**src/rtl/uc_engine_scheduler.sv**
```systemverilog
// Round-robin drain of the per-engine implied-unit-clause queues into the
// unit clause arbiter, one literal per cycle, plus solve-phase sequencing
// (idle, load, run, SAT-quiescent, UNSAT-halt).
//
// Ports:
//   clk, rst        clock, asynchronous active-low reset
//   start           one-cycle pulse, begins a solve (IDLE/SAT/UNSAT -> LOAD)
//   load_done       memory unit-clause load finished (LOAD -> RUN)
//   eng_valid       per-engine queue non-empty
//   eng_lit         per-engine head literal, engine i at [i*LIT_W +: LIT_W]
//   eng_busy        per-engine still propagating
//   eng_pop         one-hot pop to the granted engine (combinational)
//   uca_valid/lit   single-entry output register towards the arbiter
//   uca_ready       arbiter accepts the literal this cycle
//   conflict        arbiter saw conflicting polarities
//   grant_idx       engine that produced uca_lit
//   state_o         current phase encoding
//   sat_done        quiescent without conflict
//   unsat_done      conflict observed
module uc_engine_scheduler #(
    parameter int unsigned NUM_ENGINE   = 4,
    parameter int unsigned LIT_IDX_MAX  = 127,
    parameter int unsigned LIT_W        = $clog2(LIT_IDX_MAX) + 1,
    parameter int unsigned QUIET_CYCLES = 4
) (
    input  logic                          clk,
    input  logic                          rst,
    input  logic                          start,
    input  logic                          load_done,
    input  logic [NUM_ENGINE-1:0]         eng_valid,
    input  logic [NUM_ENGINE*LIT_W-1:0]   eng_lit,
    input  logic [NUM_ENGINE-1:0]         eng_busy,
    output logic [NUM_ENGINE-1:0]         eng_pop,
    output logic                          uca_valid,
    output logic [LIT_W-1:0]              uca_lit,
    input  logic                          uca_ready,
    input  logic                          conflict,
    output logic [$clog2(NUM_ENGINE)-1:0] grant_idx,
    output logic [2:0]                    state_o,
    output logic                          sat_done,
    output logic                          unsat_done
);

    localparam int unsigned IDX_W = $clog2(NUM_ENGINE);
    localparam int unsigned PTR_W = IDX_W + 1;
    localparam int unsigned CNT_W = $clog2(QUIET_CYCLES + 1);

    typedef enum logic [2:0] {
        S_IDLE  = 3'd0,
        S_LOAD  = 3'd1,
        S_RUN   = 3'd2,
        S_SAT   = 3'd3,
        S_UNSAT = 3'd4
    } state_t;

    state_t             state_q, state_d;
    logic [IDX_W-1:0]   rr_ptr, rr_ptr_d;
    logic [CNT_W-1:0]   quiet_cnt, quiet_cnt_d;
    logic               uca_valid_d;
    logic [LIT_W-1:0]   uca_lit_d;
    logic [IDX_W-1:0]   grant_idx_d;

    logic [LIT_W-1:0]   lits [NUM_ENGINE];
    logic [PTR_W-1:0]   pos;
    logic               win_found;
    logic [IDX_W-1:0]   win_idx;
    logic [LIT_W-1:0]   win_lit;
    logic [IDX_W-1:0]   win_next;
    logic               grant;
    logic               idle_c;

    // Unpack the flat literal bus into per-engine slots.
    always_comb begin
        for (int i = 0; i < NUM_ENGINE; i++) begin
            lits[i] = eng_lit[i*LIT_W +: LIT_W];
        end
    end

    // First valid engine scanning from rr_ptr with wrap-around.
    always_comb begin
        win_found = 1'b0;
        win_idx   = '0;
        pos       = '0;
        for (int k = 0; k < NUM_ENGINE; k++) begin
            pos = PTR_W'(rr_ptr) + PTR_W'(k);
            if (pos >= PTR_W'(NUM_ENGINE)) begin
                pos = pos - PTR_W'(NUM_ENGINE);
            end
            if (!win_found && eng_valid[pos[IDX_W-1:0]]) begin
                win_found = 1'b1;
                win_idx   = pos[IDX_W-1:0];
            end
        end
    end

    assign win_lit  = lits[win_idx];
    assign win_next = (win_idx == IDX_W'(NUM_ENGINE - 1)) ? '0 : win_idx + 1'b1;

    // A grant needs the output slot empty or draining this cycle.
    assign grant  = (state_q == S_RUN) && (!uca_valid || uca_ready) && win_found;
    assign idle_c = (eng_valid == '0) && (eng_busy == '0) && !uca_valid && !conflict;

    // Next-state and datapath control.
    always_comb begin
        state_d     = state_q;
        rr_ptr_d    = rr_ptr;
        quiet_cnt_d = quiet_cnt;
        uca_valid_d = uca_valid;
        uca_lit_d   = uca_lit;
        grant_idx_d = grant_idx;
        eng_pop     = '0;

        case (state_q)
            S_IDLE, S_SAT, S_UNSAT: begin
                if (start) begin
                    state_d     = S_LOAD;
                    rr_ptr_d    = '0;
                    quiet_cnt_d = '0;
                    uca_valid_d = 1'b0;
                    uca_lit_d   = '0;
                    grant_idx_d = '0;
                end
            end

            S_LOAD: begin
                if (conflict) begin
                    state_d     = S_UNSAT;
                    uca_valid_d = 1'b0;
                end else if (load_done) begin
                    state_d = S_RUN;
                end
            end

            S_RUN: begin
                if (uca_valid && uca_ready) begin
                    uca_valid_d = 1'b0;
                end

                // Pop happens even on conflict so the engine side stays consistent;
                // zero literals are consumed but never presented.
                if (grant) begin
                    eng_pop[win_idx] = 1'b1;
                    rr_ptr_d         = win_next;
                    if (win_lit != '0 && !conflict) begin
                        uca_valid_d = 1'b1;
                        uca_lit_d   = win_lit;
                        grant_idx_d = win_idx;
                    end
                end

                if (idle_c) begin
                    if (quiet_cnt != CNT_W'(QUIET_CYCLES)) begin
                        quiet_cnt_d = quiet_cnt + 1'b1;
                    end
                    if (quiet_cnt == CNT_W'(QUIET_CYCLES - 1)) begin
                        state_d = S_SAT;
                    end
                end else begin
                    quiet_cnt_d = '0;
                end

                if (conflict) begin
                    state_d     = S_UNSAT;
                    uca_valid_d = 1'b0;
                end
            end

            default: begin
                state_d = S_IDLE;
            end
        endcase
    end

    // State and output registers.
    always_ff @(posedge clk or negedge rst) begin
        if (!rst) begin
            state_q    <= S_IDLE;
            rr_ptr     <= '0;
            quiet_cnt  <= '0;
            uca_valid  <= 1'b0;
            uca_lit    <= '0;
            grant_idx  <= '0;
            sat_done   <= 1'b0;
            unsat_done <= 1'b0;
        end else begin
            state_q    <= state_d;
            rr_ptr     <= rr_ptr_d;
            quiet_cnt  <= quiet_cnt_d;
            uca_valid  <= uca_valid_d;
            uca_lit    <= uca_lit_d;
            grant_idx  <= grant_idx_d;
            sat_done   <= (state_d == S_SAT);
            unsat_done <= (state_d == S_UNSAT);
        end
    end

    assign state_o = state_q;

endmodule

```
**config.mk**
```make
export PLATFORM = sky130hd
export DESIGN_NAME = uc_engine_scheduler
export DESIGN_NICKNAME = d
export VERILOG_FILES = /design/src/rtl/uc_engine_scheduler.sv
export SDC_FILE = /design/constraint.sdc
export NUM_CORES = 1
export LEC_CHECK = 0
export BUFFER_PORTS_ARGS = -buffer_cell sky130_fd_sc_hd__buf_2
export CAP_MARGIN = 0
export CORE_MARGIN = 5
export CORE_UTILIZATION = 40
export DETAILED_ROUTE_END_ITERATION = 6
export HOLD_SLACK_MARGIN = 0.03
export MAX_ROUTING_LAYER = met4
export PLACE_DENSITY_LB_ADDON = 0.2
export SLEW_MARGIN = 25
export SYNTH_ARGS = -nofsm -noshare
export SYNTH_HDL_FRONTEND = slang
export SYNTH_SLANG_ARGS = --single-unit
```
**constraint.sdc**
```tcl
create_clock -name clk -period 2.87 [get_ports clk]
set_input_delay 0.1435 -clock clk [delete_from_list [all_inputs] [get_ports clk]]
set_output_delay 0.1435 -clock clk [all_outputs]
set_load 0.01 [all_outputs]
```
==> flow_summary.yaml <==
synthesis:
  synth_compound_area_frac: 0.335
  synthMuxAreaShare: 0.0134
  synth_simple_gate_area_frac: 0.208
  ys_warn_count: 0
  ys_seq_elements: 21
  syn-num-nets: 240
  ys_seq_area_frac: 0.332
  synth_ff_type: "dfrtp_1"
  yosys.area_share.adder: 0.0553
  synth_cell_type_count: 41
  synth_top_family_by_area: "compound AO/OA/AOI/OAI gates"
  synth_xor_area_frac: 0.00553
  ys_top_cells_by_area: "dfrtp_1 33%, o21ai_0 8.5%, ha_1 5.5%, a32oi_1 5.0%, nand2_1 5.0%"
  synth.top_cell.area_share: 0.332
  syn_inst: 187
  syn_area_mm2: 0.00158
  synth-edff-count: 0
  synth.avg_cell_area_um2: 8.46
  synthArstFlopShare: 1.00
  yosysTopAreaCell: "dfrtp_1"
timing:
  rsz0062_at_grt: "no"
  skew_ps: 3.97
  hold_ws_ps: 220
  post-route-min-period_ps: 2600
  slew_headroom: 0.552
  post-route-period-util: 0.906
  drv_slew: 0
  finalHoldViolCount: 0
  max_clock_freq_mhz: 385
  setup_violations: 0
  worstMarginPinSlew_ps: 671
  setup_tns_ps: 0
clock_tree:
  cts_tree: "built"
  insertion_delay_ps: 250
  clk_path_buf_depth: 2
  htreeDepth: 1
  cts_num_sinks: 21
  postCtsSetupBuffers: 0
  cts.clk_slew.worst_paths_ps: 70
  tritoncts.num_buffers: 3
  cts_root_buf: "clkbuf_8"
layout:
  finish.instance_area_mm2: 0.00201
  final_common_cell: "buf_2"
  num_antenna_cells: 0
  drive_above_1_share: 0.335
  syn2layout_area_growth_pct: 26.8
  fillers: 375
  nNetsFinal: 305
  layout_common_cells: "65 x buf_2, 27 x o21ai_0, 21 x nand2_1, 21 x dfrtp_1, 11 x nor2_1"
floorplan:
  rows: 22
  die_w_um: 72.9
  start_util: 0.423
  dieArea_mm2: 0.00532
  coreArea_mm2: 0.00374
  die_h_um: 72.9
  pin_count: 66
power:
  peakVddDrop_v: 0.000296
  total_power_mw: 1.18
  pwr_density_cell_mw_per_mm2: 590
  p_leak_nw: 0.913
placement:
  port_buffers: 65
  globalplace.congestion: 0.823
  placed_cell_area_mm2: 0.00195
  dp_hpwl_um: 3420
worst_setup_path:
  crit_path_end_kind: "register"
  required_ps: 3020
  crit_path_max_fanout: 16
  r2r_cells: 7
  r2r_end: "uca_valid$_DFFE_PN0P_"
  cp-start-kind: "register"
  cpMaxStageDelayCell: "dfrtp_1"
  crit_chain: "mux2i_1, a2bb2oi_2, a311oi_1, a32oi_1, nor4_2, nand2_1, a32o_1"
  r2r_slack_ps: 270
  arrival_ps: 2750
  max_stage_delay_ps: 490
  crit_family: "compound AO/OA/AOI/OAI gates"
  worstSetupPathType: "reg2reg"
  cp.buffers_inverters: 0
  regToRegStartpoint: "rr_ptr[1]$_DFFE_PN0P_"
global_routing:
  grt_pass1_wl_um: 7240
  grt_use_total: 0.172
  grt_pass1_vias: 1535
  grt_antenna_before_repair: 0
  grt_max_degree: 22
  grt-ovfl-total: 0
routing:
  wirelength_um: 4440
  drt-initial-drc-count: 81
  ant_nets: 0
  avgRoutedWirePerCell_um: 14.9
  drt_pre_antenna_iters: 4
  via_count: 1686
  viasPerCell: 5.64
  drc: 0
job:
  cap_violations: 0
min_path:
  worstHoldPathType: "in2reg"
  worstHoldStart: "start"
  worst_hold_path.num_cells: 3
  hold_path_end: "state_o[0]$_DFF_PN0_"
status:
  status: "complete, no violations"
## cells in the mapped netlist (3+ instances only)
library cell / n
nor2_1: 11
clkbuf_1: 5
a311oi_1: 8
ha_1: 7
nand3_1: 9
o2bb2ai_1: 3
a21oi_1: 4
a22oi_1: 8
and2_1: 5
dfrtp_1: 21
nand2b_1: 3
nand2_1: 21
o21ai_0: 27
a32oi_1: 9
inv_1: 7
o21ai_1: 8
buf_2: 3
## power breakdown
group	switching, mW	internal, mW
Sequential	0.0730	0.358
Combinational	0.346	0.219
Clock	0.0883	0.0986
Total	0.507	0.676
## final cells by class
type                            count  area, µm²  share of cell area
Multi-Input combinational cell    149        983               0.490
Inverter                            8       35.0              0.0175
Tap cell                           48       60.1              0.0299
Sequential cell                    21        526               0.262
Timing Repair Buffer               69        358               0.178
Clock buffer                        4       45.0              0.0224
## cells by family after synthesis
family | Yosys count
xor gates and xnor gates | 1
DFF | 21
buffers and inverters | 17
and+or+nand+nor | 62
AOI/OAI and AO/OA | 77
adders and majority gates | 7
muxes | 2
## how the worst max path moves through the flow
stage                           from  depth (start not counted)                endpoint
4_1_cts        rr_ptr[1]$_DFFE_PN0P_                          7  uca_lit[0]$_DFFE_PN0P_
3_3_place_gp   rr_ptr[1]$_DFFE_PN0P_                          7  uca_lit[6]$_DFFE_PN0P_
6_report       rr_ptr[1]$_DFFE_PN0P_                          7   uca_valid$_DFFE_PN0P_
2_1_floorplan  rr_ptr[1]$_DFFE_PN0P_                          9   uca_valid$_DFFE_PN0P_
5_1_grt        rr_ptr[1]$_DFFE_PN0P_                          7   uca_valid$_DFFE_PN0P_
3_5_place_dp   rr_ptr[1]$_DFFE_PN0P_                          7  uca_lit[0]$_DFFE_PN0P_
## flip-flops by register name, indices dropped and copies added, names as in the netlist
signal and flops:
uca_valid 1, quiet_cnt 3, uca_lit 8, grant_idx 2
unsat_done 1, sat_done 1, state_o 3, rr_ptr 2
## layer usage
layer | vias to the layer above | global-route usage | routed length [µm]
met4 | 0 | 0.0430 | 23
met1 | 778 | 0.253 | 2130
met2 | 69 | 0.246 | 1920
met5 | - | - | 0
li1 | 837 | - | -
met3 | 2 | 0.0262 | 371
## through the flow
step | utilization | std cells | setup WS (ps)
3_3_place_gp | 0.520 | 294 | 288
3_5_place_dp | 0.520 | 294 | 223
4_1_cts | 0.534 | 299 | 214
6_report | 0.536 | 299 | 270
2_1_floorplan | - | 187 | 748
5_1_grt | 0.536 | 299 | 95.6
## tightest hold or removal path, delay by kind of cell
| family | cells | cell delay (ps) |
|---|---|---|
| AND/OR/NAND/NOR | 1 | 60 |
| buffers and inverters | 1 | 110 |
| AO/OA/AOI/OAI | 1 | 110 |
## timing repair
| action | in CTS | in global routing |
|---|---|---|
| hold buffers | 1 | 0 |
| endpoints found under the setup margin | 0 | 14 |
| endpoints found under the hold margin | 21 | 0 |
| gates resized for setup | 0 | 1 |
Note: power is estimated with default switching activity, not from simulation.
